**src/rtl/rv32_pipeline_ctrl_pkg.sv**
```systemverilog
// Shared pipeline types for the RV32 hazard controller: bypass selects, controller FSM
// states and the default performance-counter width.
package rv32_pipeline_ctrl_pkg;

    localparam int unsigned PerfWDefault = 32;

    typedef enum logic [1:0] {
        BYPASS_NONE      = 2'd0,
        BYPASS_EXEC_BUFF = 2'd1,
        BYPASS_MEM_BUFF  = 2'd2
    } bypass_t;

    typedef enum logic [1:0] {
        PC_RUN           = 2'd0,
        PC_DMEM_WAIT     = 2'd1,
        PC_REDIRECT_WAIT = 2'd2
    } pctrl_state_t;

    // x0 is hard-wired to zero, so it never produces a forwarding hit.
    function automatic logic reg_match(input logic [4:0] rs, input logic [4:0] rd);
        return (rs != 5'd0) && (rs == rd);
    endfunction

endpackage

```
**src/rtl/rv32_bypass_sel.sv**
```systemverilog
// Per-source forwarding select plus load-use detect for one operand of the decode stage.
module rv32_bypass_sel
    import rv32_pipeline_ctrl_pkg::*;
(
    input  logic [4:0] rs_i,
    input  logic       uses_i,
    input  logic [4:0] ex_rd_i,
    input  logic       ex_wb_en_i,
    input  logic       ex_is_load_i,
    input  logic [4:0] mb_rd_i,
    input  logic       mb_wb_en_i,
    output bypass_t    bypass_o,
    output logic       load_use_o
);

    logic ex_hit;
    logic mb_hit;

    assign ex_hit = reg_match(rs_i, ex_rd_i);
    assign mb_hit = reg_match(rs_i, mb_rd_i);

    // The exec buffer holds the younger producer, so it wins over mem.
    always_comb begin
        bypass_o = BYPASS_NONE;
        if (ex_wb_en_i && ex_hit) begin
            bypass_o = BYPASS_EXEC_BUFF;
        end else if (mb_wb_en_i && mb_hit) begin
            bypass_o = BYPASS_MEM_BUFF;
        end
    end

    assign load_use_o = uses_i && ex_is_load_i && ex_hit;

endmodule

```
**src/rtl/rv32_pipeline_ctrl.sv**
```systemverilog
// Hazard and sequencing controller for the 5-stage RV32 pipeline: stage stops, NOP bubbles,
// operand bypass selects, memory/redirect wait FSM and performance counters.
module rv32_pipeline_ctrl
    import rv32_pipeline_ctrl_pkg::*;
#(
    parameter int unsigned PERF_W = PerfWDefault
) (
    input  logic              clk_i,
    input  logic              resetn_i,
    input  logic [4:0]        dec_rs1_i,
    input  logic [4:0]        dec_rs2_i,
    input  logic              dec_uses_rs1_i,
    input  logic              dec_uses_rs2_i,
    input  logic [4:0]        ex_rd_i,
    input  logic              ex_wb_en_i,
    input  logic              ex_is_load_i,
    input  logic [4:0]        mb_rd_i,
    input  logic              mb_wb_en_i,
    input  logic              do_jump_i,
    input  logic              imem_ready_i,
    input  logic              dmem_req_i,
    input  logic              dmem_ready_i,
    output bypass_t           bypass_rs1_o,
    output bypass_t           bypass_rs2_o,
    output logic              stop_fetch_o,
    output logic              stop_decode_o,
    output logic              stop_exec_o,
    output logic              stop_mem_o,
    output logic              bubble_fetch_o,
    output logic              bubble_decode_o,
    output logic [PERF_W-1:0] stall_cycles_o,
    output logic [PERF_W-1:0] flush_count_o
);

    pctrl_state_t      state_q, state_d;
    logic [PERF_W-1:0] stall_q, stall_d;
    logic [PERF_W-1:0] flush_q, flush_d;

    bypass_t byp_rs1, byp_rs2;
    logic    lu_rs1, lu_rs2;
    logic    load_use;
    logic    freeze;
    logic    jump_accept;
    logic    any_stop;

    rv32_bypass_sel u_bypass_rs1 (
        .rs_i         (dec_rs1_i),
        .uses_i       (dec_uses_rs1_i),
        .ex_rd_i      (ex_rd_i),
        .ex_wb_en_i   (ex_wb_en_i),
        .ex_is_load_i (ex_is_load_i),
        .mb_rd_i      (mb_rd_i),
        .mb_wb_en_i   (mb_wb_en_i),
        .bypass_o     (byp_rs1),
        .load_use_o   (lu_rs1)
    );

    rv32_bypass_sel u_bypass_rs2 (
        .rs_i         (dec_rs2_i),
        .uses_i       (dec_uses_rs2_i),
        .ex_rd_i      (ex_rd_i),
        .ex_wb_en_i   (ex_wb_en_i),
        .ex_is_load_i (ex_is_load_i),
        .mb_rd_i      (mb_rd_i),
        .mb_wb_en_i   (mb_wb_en_i),
        .bypass_o     (byp_rs2),
        .load_use_o   (lu_rs2)
    );

    assign bypass_rs1_o = resetn_i ? byp_rs1 : BYPASS_NONE;
    assign bypass_rs2_o = resetn_i ? byp_rs2 : BYPASS_NONE;
    assign load_use     = lu_rs1 || lu_rs2;

    // Residency in DMEM_WAIT ends on dmem_ready alone; elsewhere a pending access freezes.
    assign freeze = (state_q == PC_DMEM_WAIT) ? !dmem_ready_i : (dmem_req_i && !dmem_ready_i);

    always_comb begin
        state_d         = state_q;
        stop_fetch_o    = 1'b0;
        stop_decode_o   = 1'b0;
        stop_exec_o     = 1'b0;
        stop_mem_o      = 1'b0;
        bubble_fetch_o  = 1'b0;
        bubble_decode_o = 1'b0;
        jump_accept     = 1'b0;

        if (!resetn_i) begin
            bubble_fetch_o  = 1'b1;
            bubble_decode_o = 1'b1;
            state_d         = PC_RUN;
        end else if (freeze) begin
            stop_fetch_o  = 1'b1;
            stop_decode_o = 1'b1;
            stop_exec_o   = 1'b1;
            stop_mem_o    = 1'b1;
            // A stale fetch response can still drain while the rest of the pipe is frozen.
            if (state_q == PC_REDIRECT_WAIT) begin
                bubble_fetch_o = 1'b1;
                if (imem_ready_i) begin
                    state_d = PC_RUN;
                end
            end else begin
                state_d = PC_DMEM_WAIT;
            end
        end else begin
            if (do_jump_i) begin
                bubble_fetch_o  = 1'b1;
                bubble_decode_o = 1'b1;
                jump_accept     = 1'b1;
            end else if (load_use) begin
                stop_fetch_o    = 1'b1;
                stop_decode_o   = 1'b1;
                bubble_decode_o = 1'b1;
            end else if (!imem_ready_i) begin
                bubble_fetch_o = 1'b1;
            end

            if (state_q == PC_REDIRECT_WAIT) begin
                bubble_fetch_o = 1'b1;
                if (!do_jump_i && imem_ready_i) begin
                    state_d = PC_RUN;
                end
            end else begin
                state_d = (do_jump_i && !imem_ready_i) ? PC_REDIRECT_WAIT : PC_RUN;
            end
        end
    end

    assign any_stop = stop_fetch_o || stop_decode_o || stop_exec_o || stop_mem_o;
    assign stall_d  = any_stop ? stall_q + PERF_W'(1) : stall_q;
    assign flush_d  = jump_accept ? flush_q + PERF_W'(1) : flush_q;

    always_ff @(posedge clk_i or negedge resetn_i) begin
        if (!resetn_i) begin
            state_q <= PC_RUN;
            stall_q <= '0;
            flush_q <= '0;
        end else begin
            state_q <= state_d;
            stall_q <= stall_d;
            flush_q <= flush_d;
        end
    end

    assign stall_cycles_o = stall_q;
    assign flush_count_o  = flush_q;

endmodule

```
**config.mk**
```make
export PLATFORM = sky130hd
export DESIGN_NAME = rv32_pipeline_ctrl
export DESIGN_NICKNAME = d
export VERILOG_FILES = /design/src/rtl/rv32_pipeline_ctrl_pkg.sv /design/src/rtl/rv32_bypass_sel.sv /design/src/rtl/rv32_pipeline_ctrl.sv
export SDC_FILE = /design/constraint.sdc
export NUM_CORES = 1
export LEC_CHECK = 0
export BUFFER_PORTS_ARGS = -buffer_cell sky130_fd_sc_hd__buf_2
export CAP_MARGIN = 5
export CORE_AREA = 2 2 90 92
export CTS_CLUSTER_SIZE = 28
export DETAILED_ROUTE_END_ITERATION = 6
export DIE_AREA = 0 0 92 94
export GPL_ROUTABILITY_DRIVEN = 0
export MAX_ROUTING_LAYER = met4
export PLACE_DENSITY = 0.8
export SYNTH_ARGS = -nofsm -noshare
export SYNTH_HDL_FRONTEND = slang
export SYNTH_SLANG_ARGS = --single-unit
```
**constraint.sdc**
```tcl
create_clock -name clk_i -period 1.7 [get_ports clk_i]
set_input_delay 0.255 -clock clk_i [delete_from_list [all_inputs] [get_ports clk_i]]
set_output_delay 0.255 -clock clk_i [all_outputs]
set_load 0.02 [all_outputs]
```
[After elaboration in Yosys (flattened, before gate mapping)]
Index checks and enable logic that the tools add are counted.
Word-level totals
  bits in registers: 66
  output and inout port bits: 74
  logic and storage cells: 70
Operators by class
  add/subtract/negate cells: 2
  eq/ne operators: 8
  multiplexer cells: 33
  reductions and logical operators: 24
Operators by type and width (count)
  32-bit by 1-bit adder with 32-bit output (second input constant): 2
  2-bit two-way mux: 13
  5-bit == test: 4
  1-bit two-way mux: 20
  1-bit logical AND: 15
  5-bit nonzero test: 2
  4-bit by 3-bit inequality test with 1-bit output (second input constant): 1
  4-bit inequality test (second input constant): 1
  1-bit logical NOT: 3
  1-bit logical OR: 3
  2-bit by 1-bit == test with 1-bit output (second input constant): 1
  2-bit == test (second input constant): 1
  2-bit AND reduction: 1

[Depth between registers and ports, before layout]
Gate-level depths: netlist of the first run.
  depth after elaboration: 10
  gate-level depth with buffers: 6
  mapped depth without buffers: 5

[Cells and area by module]
From an unflattened synthesis of the first run, not the netlist that was laid out.
Second synthesis, totals
  cell total of the unflattened synthesis: 318
  area, all modules: 3497.1 sq um
By module, submodules not included
  rv32_pipeline_ctrl: instances 1, cells an instance 278, area each 3176.8 sq um
  rv32_bypass_sel: instances 2, cells an instance 20, area each 160.2 sq um

[Least setup slack after synthesis of the first run]
OpenSTA, ideal clock, no wires.
  path kind: input to output
  start point: input port dec_rs1_i[1]
  end point: output port bypass_rs1_o[1]
  arrival time: 1.648 ns
  required time: 1.445 ns
  path slack: -0.203 ns
  stages: 4
  buffers on the path: 0
  cell sequence: or4_1 > o211ai_2 > nor2_1 > a211oi_1
Between the ends
  longest elaborated chain between the ends: 6
RTL lines
  from (decl): RTL line rv32_pipeline_ctrl.sv:10  | input logic [4:0] dec_rs1_i,
  5-bit == test or 5-bit nonzero test (tied branches): RTL line rv32_pipeline_ctrl_pkg.sv:21  | return (rs != 5'd0) && (rs == rd);
  1-bit logical AND: RTL line rv32_pipeline_ctrl_pkg.sv:21
  1-bit logical AND: RTL line rv32_bypass_sel.sv:27  | end else if (mb_wb_en_i && mb_hit) begin
  2-bit two-way mux: RTL line rv32_bypass_sel.sv:27
  2-bit two-way mux *: RTL line rv32_bypass_sel.sv:25  | if (ex_wb_en_i && ex_hit) begin
  2-bit two-way mux *: RTL line rv32_pipeline_ctrl.sv:70  | assign bypass_rs1_o = resetn_i ? byp_rs1 : BYPASS_NONE;
  to (decl): RTL line rv32_pipeline_ctrl.sv:23  | output bypass_t bypass_rs1_o,
Every way passes the cells marked *; elsewhere a longest branch is shown, timed or not.

[Worst setup path in the final report of the first run]
  start point: input port dec_rs1_i[1]
  end point: output port bubble_fetch_o
Between the ends
  longest elaborated chain between the ends: 9
RTL lines
  5-bit == test or 5-bit nonzero test (tied branches): RTL line rv32_pipeline_ctrl_pkg.sv:21
  1-bit logical AND *: RTL line rv32_pipeline_ctrl_pkg.sv:21
  1-bit logical AND *: RTL line rv32_bypass_sel.sv:32  | assign load_use_o = uses_i && ex_is_load_i && ex_hit;
  1-bit logical OR *: RTL line rv32_pipeline_ctrl.sv:72  | assign load_use = lu_rs1 || lu_rs2;
  1-bit two-way mux *: RTL line rv32_pipeline_ctrl.sv:110  | end else if (load_use) begin
  1-bit two-way mux *: RTL line rv32_pipeline_ctrl.sv:106  | if (do_jump_i) begin
  1-bit two-way mux *: RTL line rv32_pipeline_ctrl.sv:118  | if (state_q == PC_REDIRECT_WAIT) begin
  1-bit two-way mux *: RTL line rv32_pipeline_ctrl.sv:91  | end else if (freeze) begin
  1-bit two-way mux *: RTL line rv32_pipeline_ctrl.sv:87  | if (!resetn_i) begin
  to (decl): RTL line rv32_pipeline_ctrl.sv:29  | output logic bubble_fetch_o,
Marks and branches as above.

==> results of run 1 <==
## sequential cells by signal, summed over array words and instances, names as in the netlist
name / count
flush_count_o: 32
state_q: 2
stall_cycles_o: 32
## path summary, 6_finish.rpt
check,startpoint,end,slack (ns),cells past startpoint
worst max-delay path,dec_rs1_i[1],bubble_fetch_o,-0.28,7
worst min-delay path,imem_ready_i,state_q[1],0.10,2
worst max register to register,state_q[0],stall_cycles_o[1],-0.03,7
worst min register to register,stall_cycles_o[31],stall_cycles_o[31],0.47,1
max in group asynchronous,resetn_i,stall_cycles_o[0],1.18,3
min in group asynchronous,resetn_i,flush_count_o[13],0.12,3
## per-layer routing
metal / global-route usage / wire (um) / share of wire
met3: 0.0401 / 371 / 0.039
met1: 0.283 / 4100 / 0.43
met2: 0.372 / 4850 / 0.51
met4: 0.0883 / 189 / 0.020
met5: - / 0 / 0
## synth_stat cells, drive strengths merged
cell type   n
and3       15
nand3      18
nor3b       1
nor4        6
inv         8
nand4      11
o2bb2ai     1
a211o       1
mux2        2
and2        4
buf         5
nor2b       4
o21ai      14
nor2       18
nor4b       1
or3         1
a211oi      2
xor2       24
o2111ai    14
nand2      14
and4        7
xnor2      58
or2         3
o211ai      9
a21oi       2
o41ai       1
or4         2
nand2b      1
ha          2
dfrtp      66
nor3       16
clkbuf      5
## worst reg2reg max path: stages (launching register included)
cell	delay, ns
dfrtp_1	0.38
nor2b_4	0.13
o211ai_1	0.17
buf_4	0.17
o41ai_4	0.08
or2_4	0.26
buf_4	0.14
mux2_4	0.29
## power groups by stage
stage	sequential (mW)	clock, mW	combinational (mW)
detailed placement	1.87	0	0.832
global route	1.87	1.44	0.947
floorplan	2.00	0	0.318
finish	1.85	1.35	0.883
CTS	1.84	1.38	0.853
global placement	1.86	0	0.808
## area by class of cell
cell class	instances	share of cell area
clock buffer	11	0.0296
clock inverter	5	0.0103
inverter	8	0.00587
multi-input combinational	252	0.388
sequential	66	0.326
tap	102	0.0249
timing repair buffer	169	0.215
## cell families after synthesis
group           synth area share
compound gates            0.0939
xor+xnor                   0.205
fa+ha+maj                0.00714
buf+inv                   0.0253
flops                      0.471
mux                      0.00749
simple gates               0.190
## repair_timing
| action | 4_1_cts | 5_1_grt |
|---|---|---|
| setup buffers | 4 | 3 |
| gates resized for setup | 19 | 31 |
| hold buffers | 1 | 0 |
| setup endpoints to repair | 14 | 51 |
| pin swaps | 6 | 10 |
| cloned | 0 | 0 |
| endpoints found under the hold margin | 1 | 0 |
==> metrics.md, run 1 <==
| Metric | Value |
|---|---|
| Peak supply drop | `0.598 mV` |
| Post-synthesis sequential area ratio | `0.471` |
| Core ar. | `7610 um2` |
| Slowest cell on crit path | `or4_4` |
| Max Freq | `0.504 GHz` |
| First-pass GRT wire length | `15,200 um` |
| Buffer and inverter count on the worst path | `2` |
| Failing checks | `negative setup slack` |
| Layout Nets | `539` |
| H-tree Lvls | `3` |
| Register Area | `1670 um2` |
| ANT cells | `0` |
| Power Density | `797 nW/um2` |
| Horiz. Die Dim | `92 um` |
| Internal cell power | `2.82 mW` |
| DRC violations left | `0` |
| WS Path Type | `in2out` |
| Part of the power in combinational logic | `0.216` |
| Layout cells sized above 1 | `0.464` |
| Register share of total power | `0.453` |
| Clk sinks | `66` |
| Sw Ratio | `0.309` |
| Area share of the leading cell type in the synthesized netlist | `0.471` |
| GRT Total Usage | `0.227` |
| CTS root buffer | `clkbuf_8` |
| Final design utilization | `0.673` |
| WHS | `0.103 ns` |
| Final Cell Area | `5120 um2` |
| Area of the multi-input gates | `1980 um2` |
| RSZ-0062 raised after global routing | `yes` |
| Worst hold path class | `in2reg` |
| Commonest non-fill, non-tap cell in the layout | `buf_2` |
| Vias | `3,250` |
| Post-synthesis sequential element count | `66` |
| Final Critical Period | `1.98 ns` |
| Rows | `32` |
| CTS tree | `yes` |
| Synth Warn # | `0` |
| Clk_lat worst skew | `0.34 ns` |
| Crit path max-delay family | `simple AND/OR/NAND/NOR gates` |
| DR iter-0 viols | `92` |
| Syn avg cell area | `10.4 um2` |
| Final worst slack | `-0.283 ns` |
| Syn Nets | `369` |
| Setup-failing EPs final | `39` |
| DP Area | `4660 um2` |
| Largest net degree at the start of global routing | `37` |
| Grt total ovfl | `0` |
| Worst Clk Skew | `0.0124 ns` |
| Clock power frac | `0.331` |
| CP max stage delay | `0.55 ns` |
| Max_slew headroom | `0.690` |
| Post-DRT Antenna Nets | `0` |
| Synth area leaders | `dfrtp_1, xnor2_1, xor2_1` |
| Distinct cell type count after synthesis | `39` |
| Element type at the critical path start | `input port` |
| Critical Path Most Common Cell | `buf_6` |
| Slew Limit Fails | `0` |
| Dominant cell type by area after synthesis | `dfrtp_1` |
| WP data required | `1.44 ns` |
| CTS Buf Count | `9` |
| Area grow syn2layout | `45.9%` |
| Detailed-route vias per instance | `5.30` |
| Post-Syn Area | `3510 um2` |
| Post-DP HPWL | `6750 um` |
| Die area | `8650 um2` |
| Placed cell count | `590` |
| Clock transition at path regs | `0.07 ns` |
| Crit-path cells | `buf_6 -> or4_4 -> o211ai_4 -> nor3_2 -> o21ai_2 -> a211o_1 -> buf_6` |
| Vias in the first global route | `3,201` |
| First-pass DRT Iterations | `4` |
| CP endpoint kind | `output port` |
| Arr. time, crit path | `1.73 ns` |
| CTS Buffer Depth | `2` |
| Setup TNS | `-3.56 ns` |
| Crit Path Max Fanout | `3` |
| I/O Buffers | `104` |
| Total length of routed wires | `9510 um` |
| Synth Instances | `336` |
| Antenna violations before repair | `0` |
| Fin cells | `613` |
| Die Y-Extent | `94 um` |
| # IOs | `105` |
| Run status | `finished with violations` |
| Tcrit/Tclk final | `1.17` |
| Sw Pwr | `1.26 mW` |
| # Max-Cap Violations | `0` |
| Starting density of the core | `0.461` |
| # fillers | `621` |
| Leakage | `2.50 nW` |
| Post-place setup slack | `-0.261 ns` |
| Hold Violations, Final | `0` |
| Worst-margin pin slew | `0.464 ns` |
| Routed length per instance | `15.5 um` |
| Tot Pwr | `4.08 mW` |
| Most frequent cells in the layout | `buf_2, buf_4, xnor2_1` |
No activity file was read; power rests on OpenSTA's default activity.
==> run 2: changes to the inputs <==
Settings changed: CELL_PAD_IN_SITES_DETAIL_PLACEMENT set to 1, CELL_PAD_IN_SITES_GLOBAL_PLACEMENT set to 2, CORE_AREA 2 2 90 92 to 2 2 129 106, DIE_AREA 0 0 92 94 to 0 0 131 108, PLACE_DENSITY 0.8 to 0.78.
==> metrics.md, run 2 (synthesized netlist as in run 1, its figures left out) <==
| Metric | Value |
|---|---|
| Run status | `finished with violations` |
| Failing checks | `negative setup slack` |
| Die Y-Extent | `108 um (+15%)` |
| # IOs | `105 (unchanged)` |
| Max_slew headroom | `0.449 (-0.242)` |
| Final worst slack | `-0.239 ns (+0.0444 ns)` |
| Area grow syn2layout | `60.0%` |
| Vias | `3,318 (+2.1%)` |
| Largest net degree at the start of global routing | `63 (+70%)` |
| Commonest non-fill, non-tap cell in the layout | `buf_2` |
| Layout cells sized above 1 | `0.522 (+0.0578)` |
| Antenna violations before repair | `0 (unchanged)` |
| Slew Limit Fails | `0 (unchanged)` |
| RSZ-0062 raised after global routing | `yes` |
| Worst Clk Skew | `0.00709 ns (-0.00531 ns)` |
| DR iter-0 viols | `99 (+7.6%)` |
| Horiz. Die Dim | `131 um (+42%)` |
| Final Critical Period | `1.94 ns (-0.0444 ns)` |
| CP max stage delay | `0.38 ns (-0.17 ns)` |
| First-pass DRT Iterations | `5 (+1)` |
| Core ar. | `12,700 um2 (+67%)` |
| Most frequent cells in the layout | `buf_2, buf_4, xnor2_1` |
| CTS Buf Count | `9 (unchanged)` |
| I/O Buffers | `104 (unchanged)` |
| Die area | `14,100 um2 (+64%)` |
| Arr. time, crit path | `1.68 ns (-0.05 ns)` |
| First-pass GRT wire length | `17,700 um (+16%)` |
| Slowest cell on crit path | `dfrtp_1` |
| Worst-margin pin slew | `0.827 ns (+0.363 ns)` |
| Post-DP HPWL | `8330 um (+24%)` |
| CP endpoint kind | `output port` |
| WP data required | `1.44 ns (about the same)` |
| Rows | `37 (+16%)` |
| Total length of routed wires | `11,300 um (+19%)` |
| Hold Crit Depth | `2 (unchanged)` |
| Worst hold path class | `in2reg` |
| Routed length per instance | `15.9 um (+2.7%)` |
| Starting density of the core | `0.275 (-0.185)` |
| Hold Violations, Final | `0 (unchanged)` |
| Clk_lat worst skew | `0.33 ns (about the same)` |
| Clock transition at path regs | `0.06 ns (about the same)` |
| # Max-Cap Violations | `0 (unchanged)` |
| CTS Buffer Depth | `2 (unchanged)` |
| Setup TNS | `-1.59 ns (+1.97 ns)` |
| Leakage | `2.73 nW (+9.3%)` |
| DRC violations left | `0 (unchanged)` |
| WS Path Type | `reg2out` |
| Crit Path Max Fanout | `3 (unchanged)` |
| Tcrit/Tclk final | `1.14 (-0.0261)` |
| WHS | `0.128 ns (+0.0247 ns)` |
| Peak supply drop | `0.561 mV (-6.2%)` |
| ANT cells | `0 (unchanged)` |
| Grt total ovfl | `0 (unchanged)` |
| CTS root buffer | `clkbuf_16` |
| CTS tree | `yes` |
| Element type at the critical path start | `register` |
| Register-to-Register Path Depth | `7 (unchanged)` |
| Crit-path cells | `nor2b_4 -> o211ai_1 -> buf_4 -> o41ai_4 -> or2_4 -> buf_6` |
| Layout Nets | `561 (+4.1%)` |
| H-tree Lvls | `3 (unchanged)` |
| Clk sinks | `66 (unchanged)` |
| GRT Total Usage | `0.167 (-0.0599)` |
| Post-DRT Antenna Nets | `0 (unchanged)` |
| Vias in the first global route | `3,412 (+6.6%)` |
| Max Freq | `0.516 GHz (+2.3%)` |
| # fillers | `1,443 (+130%)` |
| Detailed-route vias per instance | `4.69 (-12%)` |
| Setup-failing EPs final | `15 (-62%)` |
| Power Density | `857 nW/um2 (+7.5%)` |
==> run 2: through the flow <==
| stage | total power, mW | setup WS [ns] | cells | utilization | cell area, um2 |
|---|---|---|---|---|---|
| detailed placement | 2.72 | -0.289 | 678 | 0.381 | 4850 |
| CTS | 4.84 | -0.262 | 698 | 0.424 | 5400 |
| finish | 4.81 | -0.239 | 708 | 0.441 | 5610 |
| global route | 5.05 | -0.302 | 708 | 0.441 | 5610 |
| global placement | 2.70 | -0.272 | 678 | 0.381 | 4850 |
| floorplan | 2.31 | -0.139 | 336 | - | 3610 |
==> run 2: power breakdown <==
group | total, mW | switching (mW) | internal [mW] | leakage, nW
sequential | 1.85 | 0.151 | 1.69 | 0.865
combinational | 0.923 | 0.525 | 0.398 | 1.70
clock | 2.04 | 0.741 | 1.30 | 0.161
==> run 2: layer usage <==
layer,share of wire,global-route usage,up-vias
li1,-,-,1597
met1,0.46,0.217,1632
met2,0.49,0.266,81
met3,0.043,0.0366,8
met4,0.0092,0.0433,0
met5,0,-,-
==> run 2: worst max-delay path: cells and delay by family (launching register included) <==
family | cells | cell delay [ns]
compound gates | 2 | 0.26
buf+inv | 2 | 0.32
flops | 1 | 0.38
simple gates | 2 | 0.40
==> run 2: timing repair <==
item | CTS | global route
buffers inserted | 3 | 13
pin swaps | 7 | 18
hold buffers | 1 | 0
gates resized for setup | 45 | 33
endpoints found under the hold margin | 4 | 0
setup endpoints to repair | 16 | 55
==> run 2: cell type report <==
class                   count  area [um2]  area share
well taps                 175         219      0.0390
clock buffers               9         225      0.0401
repair buffers            191        1270       0.226
flip-flops and latches     66        1670       0.298
clock inverters             7         103      0.0183
multi-input cells         252        2090       0.373
inverters                   8        32.5     0.00580
==> run 2: path summary, 6_finish.rpt <==
kind	to	startpoint	slack [ns]
max in group asynchronous	stall_cycles_o[16]	resetn_i	0.76
worst max register to register	stall_cycles_o[1]	state_q[0]	-0.04
worst min register to register	stall_cycles_o[31]	stall_cycles_o[31]	0.47
min in group asynchronous	flush_count_o[16]	resetn_i	0.35
worst max-delay path	stop_decode_o	state_q[0]	-0.24
worst min-delay path	state_q[1]	imem_ready_i	0.13
